===== src/rtl/debounce_pkg.sv =====
// debounce_pkg: shared state encoding and default qualification time for the button debouncer
package debounce_pkg;
    localparam int DEBOUNCE_CYCLES_DEFAULT = 40000;
    typedef enum logic [1:0] {
        IDLE         = 2'd0,
        PRESS_WAIT   = 2'd1,
        PRESSED      = 2'd2,
        RELEASE_WAIT = 2'd3
    } state_t;
endpackage


===== src/rtl/debounce_timer.sv =====
// debounce_timer: 16-bit qualification counter, cleared whenever the FSM is not waiting
import debounce_pkg::*;
module debounce_timer #(
    parameter int DEBOUNCE_CYCLES = DEBOUNCE_CYCLES_DEFAULT
) (
    input  logic clk,
    input  logic rst_n,
    input  logic timer_run,
    output logic timer_done
);
    logic [15:0] count;
    always_ff @(posedge clk or negedge rst_n)
        if (!rst_n) count <= '0;
        else        count <= timer_run ? count + 16'd1 : '0;
    assign timer_done = count == 16'(DEBOUNCE_CYCLES - 1);
endmodule


===== src/rtl/button_debounce_ctrl.sv =====
// button_debounce_ctrl: synchronizes a raw push-button, qualifies each edge for DEBOUNCE_CYCLES
// stable cycles and emits a registered level plus single-cycle press/release pulses
import debounce_pkg::*;
module button_debounce_ctrl #(
    parameter int DEBOUNCE_CYCLES = DEBOUNCE_CYCLES_DEFAULT
) (
    input  logic clk,
    input  logic rst_n,
    input  logic btn_raw,
    output logic btn_level,
    output logic btn_press,
    output logic btn_release,
    output logic busy
);
    logic   sync1, btn_sync;
    state_t state, next;
    logic   timer_run, timer_done;
    logic   level_d, press_d, release_d;
    always_ff @(posedge clk or negedge rst_n)
        if (!rst_n) {btn_sync, sync1} <= '0;
        else        {btn_sync, sync1} <= {sync1, btn_raw};
    always_ff @(posedge clk or negedge rst_n)
        if (!rst_n) state <= IDLE;
        else        state <= next;
    // an input change inside a wait state wins over a coincident timer_done
    always_comb begin
        next = state;
        case (state)
            IDLE:         next = btn_sync ? PRESS_WAIT : IDLE;
            PRESS_WAIT:   next = !btn_sync ? IDLE : timer_done ? PRESSED : PRESS_WAIT;
            PRESSED:      next = !btn_sync ? RELEASE_WAIT : PRESSED;
            RELEASE_WAIT: next = btn_sync ? PRESSED : timer_done ? IDLE : RELEASE_WAIT;
            default:      next = IDLE;
        endcase
    end
    always_comb begin
        timer_run = state == PRESS_WAIT || state == RELEASE_WAIT;
        busy      = timer_run;
        press_d   = state == PRESS_WAIT && next == PRESSED;
        release_d = state == RELEASE_WAIT && next == IDLE;
        level_d   = next == PRESSED || next == RELEASE_WAIT;
    end
    always_ff @(posedge clk or negedge rst_n)
        if (!rst_n) {btn_level, btn_press, btn_release} <= '0;
        else        {btn_level, btn_press, btn_release} <= {level_d, press_d, release_d};
    debounce_timer #(.DEBOUNCE_CYCLES(DEBOUNCE_CYCLES)) u_timer (
        .clk       (clk),
        .rst_n     (rst_n),
        .timer_run (timer_run),
        .timer_done(timer_done)
    );
endmodule


===== config.mk =====
export PLATFORM = sky130hd
export DESIGN_NAME = button_debounce_ctrl
export DESIGN_NICKNAME = d
export VERILOG_FILES = /design/src/rtl/debounce_pkg.sv /design/src/rtl/debounce_timer.sv /design/src/rtl/button_debounce_ctrl.sv
export SDC_FILE = /design/constraint.sdc
export NUM_CORES = 1
export LEC_CHECK = 0
export BUFFER_PORTS_ARGS = -buffer_cell sky130_fd_sc_hd__clkbuf_2
export CORE_MARGIN = 3
export CORE_UTILIZATION = 55
export DETAILED_ROUTE_END_ITERATION = 16
export PLACE_DENSITY_LB_ADDON = 0.2
export SYNTH_ARGS = -nofsm -noshare
export SYNTH_HDL_FRONTEND = slang
export SYNTH_HIERARCHICAL = 1
export SYNTH_SLANG_ARGS = --single-unit

===== constraint.sdc =====
create_clock -name clk -period 4.5 [get_ports clk]
set_input_delay 0.45 -clock clk [delete_from_list [all_inputs] [get_ports clk]]
set_output_delay 0.45 -clock clk [all_outputs]
set_load 0.005 [all_outputs]

# Yosys cells after proc, flatten, opt, wreduce, memory -nomap -nowiden
# Index checks and enable logic that the tools add are counted.
# word_totals
register_bits,23
input_bits,3
output_inout_bits,4
word_cells,28
# op_classes
n_addsub,1
eq_ne,6
n_mux,8
n_reduce_logical,6
# op_table
cell,count
$add A16 B1 Y16 const B,1
$eq A16 B16 Y1 const B,1
$mux W16,1
$eq A2 B2 Y1 const B,4
$mux W2,4
$pmux W2 S4,1
$logic_not A2 Y1,2
$eq A2 B1 Y1 const B,1
$logic_and A1 B1 Y1,2
$logic_or A1 B1 Y1,2
$mux W1,2

# Depth between registers and ports, before layout
# Gate-level depths: netlist of run 1.
# logic_depth
word_depth,6
depth_mapped,6
ltp_nobuf,6

# Hierarchy
# Netlist of run 1, hierarchy kept.
# by_module_without_submodules
mod,n_inst,cells_each,area_each_um2,seq_area_each_um2
debounce_timer,1,83,814.5,400.4
button_debounce_ctrl,1,15,236.5,175.2

# Least setup slack after synthesis of run 1
# Ideal clock, no wire load.
# synth_path
path_type,reg-to-reg
from,register u_timer.count[8]
to,register btn_level
setup_ns,0.127
arrival_ns,1.925
t_required_ns,4.373
setup_slack_ns,2.448
path_stages_with_launch,6
path_buffers,0
synth_period_minus_slack_ns,2.052
path_cell_list,dfrtp_1 -> or4b_1 -> or4_1 -> nor4_2 -> nand2_2 -> mux2_1
# synth_between
elab_chain_cells,6
word_cells_on_any_way,9
classes_between,3 x eq/ne; 5 x mux; 1 x reduce/logical
# synth_lines
item,line_no,rtl
from (decl),debounce_timer.sv:11,logic [15:0] count;
from (signal assigned),debounce_timer.sv:14,else count <= timer_run ? count + 16'd1 : '0;
$eq A16 B16 Y1 (*),debounce_timer.sv:15,assign timer_done = count == 16'(DEBOUNCE_CYCLES - 1);
via timer_done,button_debounce_ctrl.sv:17,"logic timer_run, timer_done;"
"$mux W2, on equally long branches (2 in a row)","button_debounce_ctrl.sv:32, button_debounce_ctrl.sv:30",
$pmux W2 S4 (*),button_debounce_ctrl.sv:28,case (state)
$eq A2 B2 Y1,button_debounce_ctrl.sv:41,level_d = next == PRESSED || next == RELEASE_WAIT;
$logic_or A1 B1 Y1 (*),button_debounce_ctrl.sv:41,
via level_d,button_debounce_ctrl.sv:18,"logic level_d, press_d, release_d;"
to (signal assigned),button_debounce_ctrl.sv:45,"else {btn_level, btn_press, btn_release} <= {level_d, press_d, release_d};"
to (decl),button_debounce_ctrl.sv:10,"output logic btn_level,"
# The timed path passes the listed nets; every way through them passes the cells marked *.

# Worst setup path in the final report of run 1
# layout_path
from,register u_timer.count[8]
to,register state[1]
# layout_between
elab_chain_cells,4
word_cells_on_any_way,6
classes_between,1 x eq/ne; 5 x mux
# layout_lines
item,line_no,rtl
$eq A16 B16 Y1 (*),debounce_timer.sv:15,
via timer_done,button_debounce_ctrl.sv:17,
"$mux W2, on equally long branches (2 in a row)","button_debounce_ctrl.sv:32, button_debounce_ctrl.sv:30",
$pmux W2 S4 (*),button_debounce_ctrl.sv:28,
via next[1],button_debounce_ctrl.sv:16,"state_t state, next;"
to (signal assigned),button_debounce_ctrl.sv:24,else state <= next;
to (decl),button_debounce_ctrl.sv:16,
# Marks and branches as above.

==> results of run 1 <==
[through the flow]
step	util (%)	hold slack, ns	instance area [um^2]
floorplan	-	0.154	1050
global placement	62.2	0.334	1100
detailed placement	62.2	0.351	1100
CTS	63.7	0.120	1120
global route	63.7	0.131	1120
finish	63.7	0.105	1120
[cell families (layout without fill, tap and decap cells)]
logic type	count (synthesis)	count (layout)	synth area share, %
flip-flops	23	23	54.8
XOR/XNOR	4	4	3.33
adder cells (fa/ha/maj)	1	1	1.19
AND/OR/NAND/NOR	42	42	24.2
AO/OA/AOI/OAI	15	15	8.10
multiplexers	6	6	5.95
buffers and inverters	7	13	2.50
[Yosys cell counts, types with 4 or more instances]
cell type | n | share of area (%)
a21oi_1 | 8 | 3.8
clkbuf_1 | 4 | 1.4
dfrtp_1 | 23 | 55
mux2i_1 | 4 | 3.8
nand2_1 | 7 | 2.5
nand2b_1 | 4 | 2.4
nand3_1 | 4 | 1.9
nand4_1 | 4 | 2.4
nor2_1 | 4 | 1.4
nor4_1 | 4 | 2.4
o31ai_1 | 4 | 2.9
or4_1 | 4 | 2.9
[flip-flops by register name, summed over array words and instances, names as in the netlist]
name           count
state              2
btn_sync           1
sync1              1
btn_level          1
btn_release        1
u_timer/count     16
btn_press          1
[per-layer routing]
layer	wire length [um]	vias to the layer above	part of all wire, %	track usage (%)
met5	0	-	0	0
met4	28	0	1.6	7.37
met3	59	4	3.3	3.63
met2	787	18	44	26.9
met1	896	355	51	22.7
li1	-	372	-	-
[critical path: stages, from the launching register on]
cell and delay [ns]:
dfrtp_1 0.46, or4b_1 0.51, or4_1 0.42, nor4_2 0.24
nand2_2 0.13, mux2_1 0.33
[how the worst max path moves through the flow]
stage | endpoint | from
floorplan | btn_level | u_timer/count[8]
global placement | btn_level | u_timer/count[8]
detailed placement | state[1] | u_timer/count[8]
CTS | state[1] | u_timer/count[0]
global route | btn_level | u_timer/count[0]
finish | state[1] | u_timer/count[8]
[report_power, final]
| group | switching, uW | internal [uW] | total, uW |
|---|---|---|---|
| Clock | 55.8 | 34.6 | 90.3 |
| Combinational | 7.33 | 3.92 | 11.2 |
| Sequential | 4.66 | 210 | 215 |
| Total | 67.8 | 249 | 316 |
[final cells by class]
type	count	area (um^2)	area share [%]
sequential	23	576	51.2
timing repair buffer	6	30.0	2.67
multi-input combinational	68	449	40.0
tap	25	31.3	2.78
inverter	3	11.3	1.00
clock buffer	4	26.3	2.34
==> results.json, run 1 <==
{
  "timing.fmax_mhz": 453,
  "cts_sinks": 23,
  "antenna_found_initial": 0,
  "fin_nets": 109,
  "ff2ff_setup_slack_ns": 2.29,
  "ff2ff_path_depth": 5,
  "path_max_fanout": 7,
  "period_minus_slack_ns": 2.21,
  "placed_cells": 125,
  "critPathCaptureType": "flop",
  "ys_ff_latch": 23,
  "grt_first_pass_wirelength_um": 3230,
  "fin_tns_setup_ns": 0,
  "htree_levels": 1,
  "worst_slack_ns": 2.29,
  "netlist_area_um2": 1050,
  "layout_commonest_cell": "dfrtp_1",
  "finalWirelength_um": 1770,
  "cts_max_path_buffers": 2,
  "worstPathArrival_ns": 2.40,
  "vias_per_cell": 5.81,
  "cts_tree": "yes",
  "num_rows": 15,
  "die_area_um2": 2470,
  "post-cts-setup-buffers": 0,
  "start_kind": "flop",
  "ctsHoldBuffers": 0,
  "drv_slew": 0,
  "diodes": 0,
  "grt_pass1_vias": 747,
  "grt.total_usage_pct": 17.1,
  "dieWidth_um": 49.7,
  "crit_required_ns": 4.70,
  "hold_path_class": "input pin to async pin",
  "syn_nets": 102,
  "final_cell_mix": "dfrtp_1, a21oi_1, nand2_1",
  "dr.pass1.iters": 4,
  "grt-ovfl-total": 0,
  "yosysWarnings": 6,
  "power_density_nw_per_um2": 282,
  "cts_root_buf": "clkbuf_4",
  "vdd.ir_drop.worst_uv": 267,
  "place.detailed.hpwl_um": 1250,
  "initialDrtViolationCount": 19,
  "rr_startpoint": "u_timer/count[8]",
  "synth-edff-count": 0,
  "period_share_pct": 49.0,
  "fin_cells": 129,
  "yosysUniqueCellTypes": 26,
  "reg2reg_to": "state[1]",
  "hold_viol_final": 0,
  "maxSlewHeadroom_pct": 64.1,
  "die_h_um": 49.7,
  "grt_max_degree": 24,
  "outcome": "finished, final reports clean",
  "drive_above_1_share_pct": 12.5,
  "pre_cts_slack_ns": 2.32,
  "io_buffers": 6,
  "fill_cells": 157,
  "avgSynthCellArea_um2": 10.7,
  "ios": 7,
  "initial_core_util_pct": 59.6,
  "clock_skew_ns": 0.000599,
  "ys_seq_area_share_pct": 54.8,
  "rsz0062_at_grt": "false",
  "cts_resized": 0,
  "drc": 0,
  "clock_latency_ns": 0.30,
  "core_um2": 1760,
  "synthArstFlopShare_pct": 100,
  "timing_worst_setup_path_type": "flop to flop",
  "numCtsBuffers": 3,
  "clk_pin_slew_worst_paths_ns": 0.11,
  "dr_total_vias": 749,
  "area_delta_synth_final_pct": 6.90,
  "final-setup-viol-count": 0,
  "tightest_slew_ns": 0.539,
  "max_cap_violations": 0,
  "p_total_uw": 316,
  "synthFlopType": "dfrtp_1",
  "antenna_left": 0,
  "post_drt_wl_per_cell_um": 13.7,
  "p_leak_uw": 0.000453,
  "gp_congestion": 0.837,
  "netlist_instances": 98
}
Power figures use the tool's default switching activity.
==> inputs of run 2 (changes only) <==
--- a/config.mk
+++ b/config.mk
@@ -7,7 +7,7 @@
 export LEC_CHECK = 0
 export BUFFER_PORTS_ARGS = -buffer_cell sky130_fd_sc_hd__clkbuf_2
 export CORE_MARGIN = 3
-export CORE_UTILIZATION = 55
+export CORE_UTILIZATION = 51
 export DETAILED_ROUTE_END_ITERATION = 16
 export PLACE_DENSITY_LB_ADDON = 0.2
 export SYNTH_ARGS = -nofsm -noshare
==> constraint.sdc (replaced) <==
create_clock -name clk -period 1.78 [get_ports clk]
set_input_delay 0.178 -clock clk [delete_from_list [all_inputs] [get_ports clk]]
set_output_delay 0.178 -clock clk [all_outputs]
set_load 0.005 [all_outputs]
==> results.json, run 2 (synthesis gave the netlist of run 1 again) <==
{
  "outcome": "finished with violations",
  "violations": "negative setup slack",
  "grt_pass1_vias": 865,
  "antenna_left": 0,
  "cts_sinks": 23,
  "crit_required_ns": 2.00,
  "vias_per_cell": 5.84,
  "clock_latency_ns": 0.32,
  "ff2ff_setup_slack_ns": -0.31,
  "top_register": "u_timer/count",
  "diodes": 0,
  "dieWidth_um": 51.4,
  "area_delta_synth_final_pct": 24.5,
  "critPathMaxStageDelay_ns": 0.53,
  "start_kind": "flop",
  "finalWirelength_um": 2130,
  "power_density_nw_per_um2": 636,
  "tightest_slew_ns": 0.563,
  "clk_pin_slew_worst_paths_ns": 0.13,
  "io_buffers": 6,
  "max_cap_violations": 0,
  "antenna_found_initial": 0,
  "grt-ovfl-total": 0,
  "grt_first_pass_wirelength_um": 3720,
  "critPathCaptureType": "flop",
  "timing.fmax_mhz": 478,
  "dr.pass1.iters": 4,
  "p_clk_share_pct": 29.6,
  "num_rows": 15,
  "die_area_um2": 2640,
  "timing_worst_setup_path_type": "flop to flop",
  "drv_slew": 0,
  "initial_core_util_pct": 57.1,
  "die_h_um": 51.4,
  "pwr-share-comb_pct": 5.5,
  "gp_congestion": 0.827,
  "drc": 0,
  "hold_viol_final": 0,
  "clock_skew_ns": 0.00690,
  "period_share_pct": 118,
  "htree_levels": 1,
  "grt_max_degree": 24,
  "top_regs": "u_timer/count (16), state (2)",
  "hold_path_class": "input pin to async pin",
  "grt.total_usage_pct": 19.7,
  "crit_chain": "or4b_4 -> or4_4 -> nor4_4 -> nand2_2 -> mux2_1",
  "largest_register_ffs": 16,
  "rsz0062_at_grt": "true",
  "cts_root_buf": "clkbuf_4",
  "vdd.ir_drop.worst_uv": 598,
  "drive_above_1_share_pct": 30.1,
  "fin_hold_ws_ns": 0.367,
  "path_max_fanout": 3,
  "worstPathArrival_ns": 2.31,
  "p_sw_uw": 196,
  "crit_slowest_cell": "or4b_4",
  "seq_power_share_pct": 64.9,
  "swShare_pct": 23.6,
  "cts_max_path_buffers": 2,
  "layout_commonest_cell": "dfrtp_1",
  "p_total_uw": 833,
  "post_drt_wl_per_cell_um": 14.4,
  "cts_tree": "yes",
  "maxSlewHeadroom_pct": 62.4,
  "core_um2": 1840,
  "final-setup-viol-count": 5,
  "fin_nets": 128,
  "dr_total_vias": 865,
  "p_leak_uw": 0.000560,
  "numCtsBuffers": 3,
  "initialDrtViolationCount": 18,
  "p_int_uw": 636,
  "place.detailed.hpwl_um": 1460,
  "worst_slack_ns": -0.312,
  "period_minus_slack_ns": 2.09,
  "final_cell_mix": "dfrtp_1, buf_4, a21oi_1",
  "ios": 7
}
## run 2: changes by cell type in the layout (fill, tap and decap cells not counted)
| cell | change |
|---|---|
| buf_4 | +17 |
| mux2_1 | -1 |
| mux2_4 | +1 |
| dlygate4sd3_1 | +2 |
| nor3b_1 | -2 |
| or4_4 | +1 |
| nor4_1 | -1 |
| nor3b_2 | +2 |
| or4_1 | -1 |
| nor4_4 | +1 |
| clkbuf_1 | -1 |
| clkinv_2 | +1 |
| or4b_4 | +1 |
| or4b_1 | -1 |
## run 2: power groups by stage
| stage | Sequential [uW] | Combinational [uW] | Clock (uW) |
|---|---|---|---|
| floorplan | 548 | 18.5 | 0 |
| global placement | 550 | 41.2 | 0 |
| detailed placement | 550 | 43.2 | 0 |
| CTS | 540 | 47.0 | 252 |
| global route | 542 | 53.2 | 271 |
| finish | 540 | 46.1 | 246 |
## run 2: routing by layer
layer	vias up	GRT usage, %	share of wire [%]
li1	410	-	-
met5	-	0	0
met3	5	3.50	3.5
met1	424	24.0	46
met2	26	31.4	48
met4	0	13.5	2.7
## run 2: metrics by stage
step / cells / setup WS, ns / cell area [um^2] / setup TNS [ns] / utilization [%]
after floorplan: 98 / -0.272 / 1050 / -0.741 / -
after global placement: 141 / -0.245 / 1220 / -0.908 / 66.2
after detailed placement: 141 / -0.317 / 1220 / -1.19 / 66.2
after CTS: 147 / -0.287 / 1280 / -1.08 / 69.5
after global routing: 148 / -0.388 / 1310 / -1.61 / 71.2
final: 148 / -0.312 / 1310 / -1.23 / 71.2
## run 2: repair_timing
action | 4_1_cts | 5_1_grt
gates cloned | 0 | 0
pin swaps | 0 | 2
gates resized for setup | 2 | 5
hold buffers | 2 | 0
setup endpoints to repair | 5 | 6
setup buffers | 0 | 1
endpoints found under the hold margin | 24 | 0
## run 2: path summary, 6_finish.rpt
kind	to	start	cells past startpoint
max	state[1]	u_timer/count[13]	5
min	btn_release	rst_n	2
max reg2reg	state[1]	u_timer/count[13]	5
min reg2reg	btn_sync	sync1	0
max in group asynchronous	u_timer/count[12]	rst_n	2
min in group clk	btn_sync	sync1	0
## run 2: critical path: cells and delay by family (launching register included)
kind	cells	cell delay, ns
DFF	1	0.40
and+or+nand+nor	4	1.27
muxes	1	0.33
## run 2: final cells by class
cell class / instances / area [um^2]
flip-flops and latches: 23 / 576
fillers: 152 / 531
multi-input cells: 68 / 485
repair buffers: 25 / 178
well taps: 25 / 31.3
clock buffers: 3 / 22.5
inverters: 3 / 11.3
clock inverters: 1 / 5.00
